[src/rtl/fifo_pkg.sv]
// Shared definitions for the async fifo and its frame reader: reader state
// encoding, header field position and the ceiling-log2 helper.
package fifo_pkg;

  typedef enum logic [1:0] {
    HEADER = 2'd0,
    FETCH  = 2'd1,
    SEND   = 2'd2
  } rd_state_t;

  localparam int unsigned LEN_LSB = 0;

  // Bits needed to count 0..value-1; never returns less than 1.
  function automatic int unsigned clogb2(input int unsigned value);
    int unsigned r;
    r = 0;
    for (int unsigned i = 0; i < 32; i++) begin
      if ((64'd1 << i) < 64'(value)) r = i + 1;
    end
    return (r == 0) ? 1 : r;
  endfunction

endpackage

[src/rtl/fifo_frame_reader.sv]
// Pulls length-prefixed frames of fifo words and serialises them MSB byte
// first onto a valid/ready byte stream with end-of-frame marking.
module fifo_frame_reader
  import fifo_pkg::*;
#(
  parameter int unsigned DATA_WIDTH = 32,
  parameter int unsigned LEN_WIDTH  = 16
) (
  input  logic                  clock_out,
  input  logic                  rst_out_n,
  input  logic [DATA_WIDTH-1:0] fifo_data,
  input  logic                  fifo_valid,
  output logic                  fifo_ack,
  output logic [7:0]            out_data,
  output logic                  out_valid,
  input  logic                  out_ready,
  output logic                  out_last,
  output logic                  frame_done,
  output logic                  len_error,
  output logic [15:0]           frame_count
);

  localparam int unsigned BYTES = DATA_WIDTH / 8;
  localparam int unsigned BC_W  = clogb2(BYTES);

  localparam logic [BC_W-1:0]      BC_LAST = BC_W'(BYTES - 1);
  localparam logic [BC_W-1:0]      BC_ONE  = BC_W'(1);
  localparam logic [LEN_WIDTH-1:0] WL_ONE  = LEN_WIDTH'(1);

  rd_state_t             state, next_state;
  logic [DATA_WIDTH-1:0] shreg;
  logic [LEN_WIDTH-1:0]  words_left;
  logic [BC_W-1:0]       byte_cnt;
  logic [LEN_WIDTH-1:0]  hdr_len;
  logic                  last_byte;
  logic                  more_words;
  logic                  consume;
  logic                  accept;

  assign hdr_len    = fifo_data[LEN_LSB +: LEN_WIDTH];
  assign last_byte  = (byte_cnt == '0);
  assign more_words = (words_left != '0);

  // Outputs are pure decodes of registers, so they stay stable while stalled.
  assign out_valid = (state == SEND);
  assign out_data  = shreg[DATA_WIDTH-1 -: 8];
  assign out_last  = (state == SEND) && last_byte && !more_words;

  assign consume = fifo_ack & fifo_valid;
  assign accept  = out_valid & out_ready;

  always_ff @(posedge clock_out or negedge rst_out_n) begin
    if (!rst_out_n) state <= HEADER;
    else            state <= next_state;
  end

  always_comb begin
    next_state = state;
    fifo_ack   = 1'b0;
    case (state)
      HEADER: begin
        fifo_ack = fifo_valid;
        if (fifo_valid && hdr_len != '0) next_state = FETCH;
      end
      FETCH: begin
        fifo_ack = fifo_valid;
        if (fifo_valid) next_state = SEND;
      end
      SEND: begin
        if (out_ready && last_byte) begin
          if (!more_words)     next_state = HEADER;
          else if (fifo_valid) fifo_ack   = 1'b1;
          else                 next_state = FETCH;
        end
      end
      default: next_state = HEADER;
    endcase
    // No word may be popped while the reader is held in reset.
    if (!rst_out_n) fifo_ack = 1'b0;
  end

  always_ff @(posedge clock_out or negedge rst_out_n) begin
    if (!rst_out_n) begin
      shreg       <= '0;
      words_left  <= '0;
      byte_cnt    <= '0;
      frame_done  <= 1'b0;
      len_error   <= 1'b0;
      frame_count <= '0;
    end else begin
      frame_done <= 1'b0;
      len_error  <= 1'b0;
      case (state)
        HEADER: begin
          if (consume) begin
            if (hdr_len == '0) len_error  <= 1'b1;
            else               words_left <= hdr_len;
          end
        end
        FETCH: begin
          if (consume) begin
            shreg      <= fifo_data;
            byte_cnt   <= BC_LAST;
            words_left <= words_left - WL_ONE;
          end
        end
        SEND: begin
          if (accept) begin
            if (!last_byte) begin
              shreg    <= {shreg[DATA_WIDTH-9:0], 8'h00};
              byte_cnt <= byte_cnt - BC_ONE;
            end else if (!more_words) begin
              frame_done  <= 1'b1;
              frame_count <= frame_count + 16'd1;
            end else if (consume) begin
              shreg      <= fifo_data;
              byte_cnt   <= BC_LAST;
              words_left <= words_left - WL_ONE;
            end
          end
        end
        default: ;
      endcase
    end
  end

endmodule

[config.mk]
export PLATFORM = sky130hd
export DESIGN_NAME = fifo_frame_reader
export DESIGN_NICKNAME = d
export VERILOG_FILES = /design/src/rtl/fifo_pkg.sv /design/src/rtl/fifo_frame_reader.sv
export SDC_FILE = /design/constraint.sdc
export NUM_CORES = 1
export LEC_CHECK = 0
export BUFFER_PORTS_ARGS = -buffer_cell sky130_fd_sc_hd__buf_2
export CAP_MARGIN = 20
export CORE_AREA = 2 2 90 92
export DETAILED_ROUTE_END_ITERATION = 6
export DIE_AREA = 0 0 92 94
export PLACE_DENSITY = 0.7
export SLEW_MARGIN = 20
export SYNTH_ARGS = -nofsm -noshare
export SYNTH_HDL_FRONTEND = slang
export SYNTH_SLANG_ARGS = --single-unit
[constraint.sdc]
create_clock -name clock_out -period 7.5 [get_ports clock_out]
set_clock_uncertainty 0.1 [all_clocks]
set_input_delay 1.5 -clock clock_out [delete_from_list [all_inputs] [get_ports clock_out]]
set_output_delay 1.5 -clock clock_out [all_outputs]
set_load 0.005 [all_outputs]
# After elaboration in Yosys (flattened, before gate mapping)
# Index checks and enable logic that the tools add are counted.
dict set report word_totals {
  register_bits 70
  input_bits 36
  output_inout_bits 29
  word_cells 77
}
dict set report classes {
  add_sub_neg 3
  eq_ne 12
  n_mux 35
  n_bitwise 3
  n_reduce_logical 17
}
# op count
set op_table {}
lappend op_table {{32-bit 2-to-1 mux} 4}
lappend op_table {{16-bit 2-to-1 mux} 6}
lappend op_table {{32-bit one-hot mux with 2 select lines} 1}
lappend op_table {{16-bit one-hot mux with 3 select lines} 1}
lappend op_table {{16-bit nonzero test} 2}
lappend op_table {{2-bit 2-to-1 mux} 9}
lappend op_table {{16-bit by 1-bit adder with 16-bit output, second input constant} 1}
lappend op_table {{16-bit logical NOT} 1}
lappend op_table {{16-bit by 1-bit subtractor with 16-bit output, second input constant} 1}
lappend op_table {{1-bit 2-to-1 mux} 11}
lappend op_table {{2-bit by 1-bit inequality test with 1-bit output, second input constant} 4}
lappend op_table {{2-bit inequality test, second input constant} 4}
lappend op_table {{4-bit AND reduction} 2}
lappend op_table {{2-bit one-hot mux with 3 select lines} 1}
lappend op_table {{6-bit AND reduction} 1}
lappend op_table {{1-bit logical AND} 4}
lappend op_table {{2-bit logical NOT} 2}
lappend op_table {{2-bit one-hot mux with 2 select lines} 1}
lappend op_table {{3-bit by 2-bit inequality test with 1-bit output, second input constant} 1}
lappend op_table {{3-bit inequality test, second input constant} 1}
lappend op_table {{3-bit AND reduction} 1}
lappend op_table {{3-bit nonzero test} 1}
lappend op_table {{1-bit AND} 2}
lappend op_table {{2-bit by 1-bit == test with 1-bit output, second input constant} 1}
lappend op_table {{other kinds (7)} 7}

# Logic depth before layout (Yosys ltp)
# Gate-level depths: netlist (run 1).
dict set report logic_depth {
  word_depth 11
  ltp_mapped 11
}

# Least setup slack after synthesis (run 1)
# OpenSTA, ideal clock, no wires.
dict set report synth_path {
  path_type {input port to output port}
  start {in out_ready}
  end {out fifo_ack}
  t_arrival_ps 2290
  slack_ps 3610
  stages 5
  n_path_buf 1
  cell_sequence {or3b_4 -> nor2_1 -> a31oi_1 -> buf_2 -> inv_1}
}
dict set report synth_between {
  elab_chain_cells 4
}
# item line_no
set synth_rtl {}
lappend synth_rtl {{from (decl)} fifo_frame_reader.sv:16} ;# input logic out_ready,
lappend synth_rtl {{1-bit logical AND} fifo_frame_reader.sv:70} ;# if (out_ready && last_byte) begin
lappend synth_rtl {{1-bit 2-to-1 mux} fifo_frame_reader.sv:70}
lappend synth_rtl {{1-bit one-hot mux with 2 select lines} fifo_frame_reader.sv:60} ;# case (state)
lappend synth_rtl {{1-bit 2-to-1 mux} fifo_frame_reader.sv:79} ;# if (!rst_out_n) fifo_ack = 1'b0;
lappend synth_rtl {{to (decl)} fifo_frame_reader.sv:13} ;# output logic fifo_ack,
# Every way passes these cells.

# Worst setup path after layout (run 1)
dict set report layout_path {
  start {in rst_out_n}
  end {out fifo_ack}
}
dict set report layout_between {
  elab_chain_cells 1
}
# item line_no
set layout_rtl {}
lappend layout_rtl {{from (decl)} fifo_frame_reader.sv:10} ;# input logic rst_out_n,
lappend layout_rtl {{1-bit 2-to-1 mux} fifo_frame_reader.sv:79}
# Every way passes these cells.

==> flow_metrics.env, run 1 <==
export IMPL_status="finished clean"
export IMPL_worstMarginPinSlew_ns=1.04
export IMPL_grt_pass1_vias=2845
export IMPL_io_pins=65
export IMPL_grt_pass1_wl_mm=14.2
export IMPL_clock_sinks=70
export IMPL_power_density_nw_per_um2=410
export IMPL_ys_top_cells_by_area="dfrtp_1, o221a_1, or3_1, xnor2_1, nand2_1"
export IMPL_yosysMostFrequentCell="dfrtp_1"
export IMPL_async_reset_ff_share_pct=100
export IMPL_drtIter0Drc=191
export IMPL_synth_top_area_cell="dfrtp_1"
export IMPL_antenna_left=0
export IMPL_slowest_stage="a31oi_1"
export IMPL_ys_types=56
export IMPL_hold_buffers=0
export IMPL_synth_top_area_share_pct=47.3
export IMPL_dp_hpwl_mm=5.99
export IMPL_critPathMaxStageDelay_ns=0.79
export IMPL_critical_path_endpoint="fifo_ack"
export IMPL_ys_seq_area_share_pct=47.3
export IMPL_yosys_warnings=0
export IMPL_setup_violations=0
export IMPL_via_per_inst=5.90
export IMPL_route_vias_total=2992
export IMPL_cts_resized=0
export IMPL_grt_overflow=0
export IMPL_max_clock_freq_ghz=0.209
export IMPL_antenna_found_initial=0
export IMPL_cts_buffers=9
export IMPL_fin_crit_sh_pct=63.9
export IMPL_holdWs_ns=0.370
export IMPL_synth_seq_cells=70
export IMPL_crit_cells=6
export IMPL_reg2reg_to="shreg[20]"
export IMPL_crit_top_cell="buf_2"
export IMPL_diodes=0
export IMPL_row_count=32
export IMPL_power_mw=1.75
export IMPL_cpLargestDelayFamily="compound AO/OA/AOI/OAI gates"
export IMPL_wl_per_cell_um=16.9
export IMPL_critPathKind="in -> out"
export IMPL_grt_max_degree=44
export IMPL_synth_commonest_cells="dfrtp_1, or3_1, nand2_1, o221a_1, nor2_1"
export IMPL_maxCapViolations=0
export IMPL_maxSlewHeadroom_pct=30.8
export IMPL_firstDrtPassIters=4
export IMPL_report_final_slew_viol_count=0
export IMPL_cp_num_buf_inv=3
export IMPL_drive_gt1_share_pct=24.2
export IMPL_initial_utilization_pct=48.6
export IMPL_cts_setup_buffers=0
export IMPL_area_delta_synth_final_pct=15.0
export IMPL_cp_end_kind="output port"
export IMPL_htreeDepth=3
export IMPL_avgSynthCellArea_um2=10.6
export IMPL_crit_start="rst_out_n"
export IMPL_rsz0062_at_grt="no"
export IMPL_startpoint_type="primary input"
export IMPL_numPortBuffers=64
export IMPL_synth_edff_count=0
export IMPL_leakage_nw=1.80
export IMPL_groute_usage_overall_pct=20.8
export IMPL_hold_viol=0
export IMPL_worstSkewPairLatency_ns=0.35
export IMPL_cp_data_required_time_ns=5.90
export IMPL_syn_instance_count=349
export IMPL_finalSetupTns_ns=0
export IMPL_core_um2=7610
export IMPL_holdPathStages=1
export IMPL_drc=0
export IMPL_die_x_um=92
export IMPL_path_max_fanout=29
export IMPL_regToRegStartpoint="words_left[0]"
export IMPL_finalCoreUtilization_pct=55.9
export IMPL_ctsRootBufferMaster="clkbuf_8"
export IMPL_arrival_ns=3.19
export IMPL_gp_congestion=0.891
export IMPL_clk_pin_slew_ns=0.08
export IMPL_syn_area_um2=3700
export IMPL_path_cells="buf_2 > nand3b_1 > nor2_1 > a31oi_1 > inv_1 > buf_2"
export IMPL_fin_nets=442
export IMPL_min_path_type="reg -> reg"
export IMPL_routed_wl_mm=8.58
export IMPL_reg2regPathDepth=8
export IMPL_syn_num_nets=391
export IMPL_vdd_ir_drop_max_mv=0.371
export IMPL_die_area_um2=8650
export IMPL_min_period_ns=4.79
export IMPL_cts_tree="built"
export IMPL_r2r_slack_ns=3.91
export IMPL_cts_buffer_depth=2
export IMPL_synthFlopType="dfrtp_1"
export IMPL_die_y_um=94
## report_power, final
group	internal [mW]	leakage, nW	total, mW	switching, mW
clock	0.214	0.120	0.359	0.144
sequential	0.518	0.853	0.637	0.118
combinational	0.351	0.826	0.750	0.399
total	1.08	1.80	1.75	0.662
## final cells by class
| class | count | area (um^2) |
|---|---|---|
| Fill cell | 688 | 3350 |
| Multi-Input combinational cell | 242 | 1750 |
| Sequential cell | 70 | 1750 |
| Timing Repair Buffer | 69 | 358 |
| Clock buffer | 13 | 169 |
| Tap cell | 102 | 128 |
| Clock inverter | 3 | 65.1 |
| Inverter | 8 | 30.0 |
## flip-flops by register name, indices dropped and copies added, names as in the netlist
register,flops
shreg,32
frame_count,16
words_left,16
byte_cnt,2
state,2
frame_done,1
len_error,1
## placed cells by master, fill, tap and decap left out, drive strengths merged, types with 3 or more instances in the layout
cell type / instances
dfrtp: 70
buf: 69
or3: 25
nand2: 24
o221a: 24
nor2: 20
xnor2: 13
clkbuf: 13
a21oi: 11
nand3: 10
nand4: 10
a22o: 10
inv: 8
nor4: 8
nor3: 7
nand3b: 6
o22ai: 6
ha: 6
o21ai: 6
mux2i: 4
mux2: 4
and3: 4
o31ai: 4
nor3b: 4
nand4b: 3
a2bb2oi: 3
## how the worst min path moves through the flow
stage,start,slack [ns],end
floorplan,shreg[0],0.37,shreg[0]
global placement,frame_count[15],0.35,frame_count[15]
detailed placement,frame_count[15],0.36,frame_count[15]
CTS,frame_count[15],0.37,frame_count[15]
global route,frame_count[15],0.38,frame_count[15]
finish,frame_count[15],0.37,frame_count[15]
## per-layer routing
layer	wire (um)	track usage, %
met5	0	0
met4	74	4.85
met3	410	4.49
met2	4110	33.3
met1	3980	29.2
## through the flow
stage | instance area (um^2) | setup slack (ns) | std cells
CTS | 4260 | 2.69 | 507
finish | 4260 | 2.71 | 507
global route | 4260 | 2.44 | 507
floorplan | 3700 | 3.61 | 349
global placement | 4020 | 2.75 | 491
detailed placement | 4020 | 2.70 | 491
## kinds of logic (layout without fill, tap and decap cells)
| logic type | Yosys count | count (layout) | share of synthesized area, % |
|---|---|---|---|
| and+or+nand+nor | 133 | 133 | 20.7 |
| AOI/OAI and AO/OA | 80 | 80 | 18.7 |
| DFF | 70 | 70 | 47.3 |
| buffers and inverters | 37 | 93 | 5.44 |
| xor gates and xnor gates | 15 | 15 | 3.55 |
| muxes | 8 | 8 | 2.30 |
| adders and majority gates | 6 | 6 | 2.03 |
Note: power is estimated with default switching activity, not from simulation.
==> run 2, diff against run 1 <==
--- a/config.mk
+++ b/config.mk
@@ -10,7 +10,7 @@
 export CORE_AREA = 2 2 90 92
 export DETAILED_ROUTE_END_ITERATION = 6
 export DIE_AREA = 0 0 92 94
-export PLACE_DENSITY = 0.7
+export PLACE_DENSITY = 0.73
 export SLEW_MARGIN = 20
 export SYNTH_ARGS = -nofsm -noshare
 export SYNTH_HDL_FRONTEND = slang
==> constraint.sdc (replaced) <==
create_clock -name clock_out -period 4 [get_ports clock_out]
set_clock_uncertainty 0.1 [all_clocks]
set_input_delay 0.8 -clock clock_out [delete_from_list [all_inputs] [get_ports clock_out]]
set_output_delay 0.8 -clock clock_out [all_outputs]
set_load 0.005 [all_outputs]
==> flow_metrics.env, run 2 (synthesized netlist as in run 1, its figures left out) <==
export IMPL_drc=0
export IMPL_crit_top_cell="inv_1"
export IMPL_reg2regPathDepth=9
export IMPL_worstMarginPinSlew_ns=0.775
export IMPL_rsz0062_at_grt="no"
export IMPL_final_common_cell="dfrtp_1"
export IMPL_antenna_left=0
export IMPL_maxCapViolations=0
export IMPL_routed_wl_mm=8.66
export IMPL_cts_resized=0
export IMPL_maxSlewHeadroom_pct=48.4
export IMPL_use_met3_pct=4.17
export IMPL_report_final_slew_viol_count=0
export IMPL_cts_buffer_depth=2
export IMPL_antenna_found_initial=0
export IMPL_diodes=0
export IMPL_power_mw=3.34
export IMPL_htreeDepth=3
export IMPL_cts_tree="built"
export IMPL_arrival_ns=2.25
export IMPL_final_cell_mix="dfrtp_1, buf_2, or3_1, nand2_1, o221a_1"
export IMPL_die_y_um=94
export IMPL_grt_overflow=0
export IMPL_wl_per_cell_um=17.0
export IMPL_power_density_nw_per_um2=776
export IMPL_min_period_ns=3.15
export IMPL_slowest_stage="nor3b_2"
export IMPL_grt_pass1_vias=2908
export IMPL_clk_pin_slew_ns=0.08
export IMPL_regToRegStartpoint="words_left[0]"
export IMPL_fillerInstances=671
export IMPL_multi_input_area_um2=1750
export IMPL_fin_crit_sh_pct=78.7
export IMPL_io_pins=65
export IMPL_ctsRootBufferMaster="clkbuf_8"
export IMPL_max_clock_freq_ghz=0.317
export IMPL_critical_path_endpoint="fifo_ack"
export IMPL_cp_data_required_time_ns=3.10
export IMPL_gp_congestion=0.941
export IMPL_grt_pass1_wl_mm=14.4
export IMPL_path_cells="inv_1 > ha_1 > nor3b_2 > nand4_1 > a31oi_1 > buf_4 > inv_1 > buf_2"
export IMPL_largest_reg_flops=32
export IMPL_path_max_fanout=11
export IMPL_die_x_um=92
export IMPL_hold_viol=0
export IMPL_vdd_ir_drop_max_mv=0.647
export IMPL_area_delta_synth_final_pct=16.2
export IMPL_r2r_slack_ns=0.86
export IMPL_cts_buffers=9
export IMPL_reg_top3="shreg (32), frame_count (16), words_left (16)"
export IMPL_drive_gt1_share_pct=25.0
export IMPL_dp_hpwl_mm=6.19
export IMPL_via_per_inst=5.86
export IMPL_cp_end_kind="output port"
export IMPL_crit_start="words_left[0]"
export IMPL_use_met2_pct=33.5
export IMPL_groute_usage_overall_pct=21.0
export IMPL_fin_nets=445
export IMPL_drtIter0Drc=181
export IMPL_min_path_type="reg -> reg"
export IMPL_critPathMaxStageDelay_ns=0.40
export IMPL_clock_sinks=70
export IMPL_firstDrtPassIters=4
export IMPL_critPathKind="reg -> out"
export IMPL_largest_register="shreg"
export IMPL_row_count=32
export IMPL_top_usage_layer="met2"
export IMPL_core_um2=7610
export IMPL_reg2reg_to="shreg[21]"
export IMPL_use_met1_pct=28.5
export IMPL_startpoint_type="register"
export IMPL_setup_violations=0
export IMPL_finalSetupTns_ns=0
export IMPL_cts_setup_buffers=0
export IMPL_grt_max_degree=45
export IMPL_seqCellArea_um2=1750
export IMPL_numPortBuffers=64
export IMPL_initial_utilization_pct=48.6
export IMPL_route_vias_total=2989
export IMPL_status="finished clean"
export IMPL_leakage_nw=1.82
export IMPL_worstSkewPairLatency_ns=0.35
export IMPL_die_area_um2=8650
export IMPL_holdWs_ns=0.373
export IMPL_hold_buffers=0
export IMPL_finalCoreUtilization_pct=56.5
-- run 2: cell types whose count changed in the layout (fill, tap and decap cells not counted), sizes merged --
cell and delta:
buf +3, inv +1, clkinv +1, bufinv +1
clkbuf -3
-- run 2: worst max-delay path, delay by kind of cell, from the launching register on --
| kind | cells | cell delay [ns] |
|---|---|---|
| buffers and inverters | 4 | 0.46 |
| flip-flops | 1 | 0.39 |
| AND/OR/NAND/NOR | 2 | 0.64 |
| adder cells (fa/ha/maj) | 1 | 0.19 |
| AO/OA/AOI/OAI | 1 | 0.23 |
-- run 2: power breakdown --
group	internal, mW	switching, mW	total (mW)
sequential	0.972	0.220	1.19
clock	0.436	0.282	0.718
combinational	0.669	0.758	1.43
total	2.08	1.26	3.34
-- run 2: how the worst min path moves through the flow --
stage	cells past startpoint	to	from
floorplan	1	shreg[0]	shreg[0]
global placement	1	frame_count[15]	frame_count[15]
detailed placement	1	frame_count[15]	frame_count[15]
CTS	1	frame_count[15]	frame_count[15]
global route	1	frame_count[15]	frame_count[15]
finish	1	frame_count[15]	frame_count[15]
-- run 2: final cells by class --
cell class	instances	share of cell area [%]
repair buffers	72	8.85
inverters	8	0.699
clock buffers	10	3.20
clock inverters	6	2.71
well taps	102	2.97
flip-flops and latches	70	40.8
multi-input cells	242	40.8
-- run 2: routing by layer --
layer,vias to the layer above,part of all wire [%],routed length [um]
li1,1427,-,-
met5,-,0,0
met2,73,48,4150
met1,1475,46,3950
met4,0,1.7,148
met3,14,4.7,407
-- run 2: stage by stage --
step                      setup WS, ns  cells  cell area [um^2]
after global placement           0.740    494              4040
after floorplan                   1.27    349              3700
after detailed placement         0.695    494              4040
final                            0.850    510              4300
after global routing             0.663    510              4300
after CTS                        0.855    510              4300
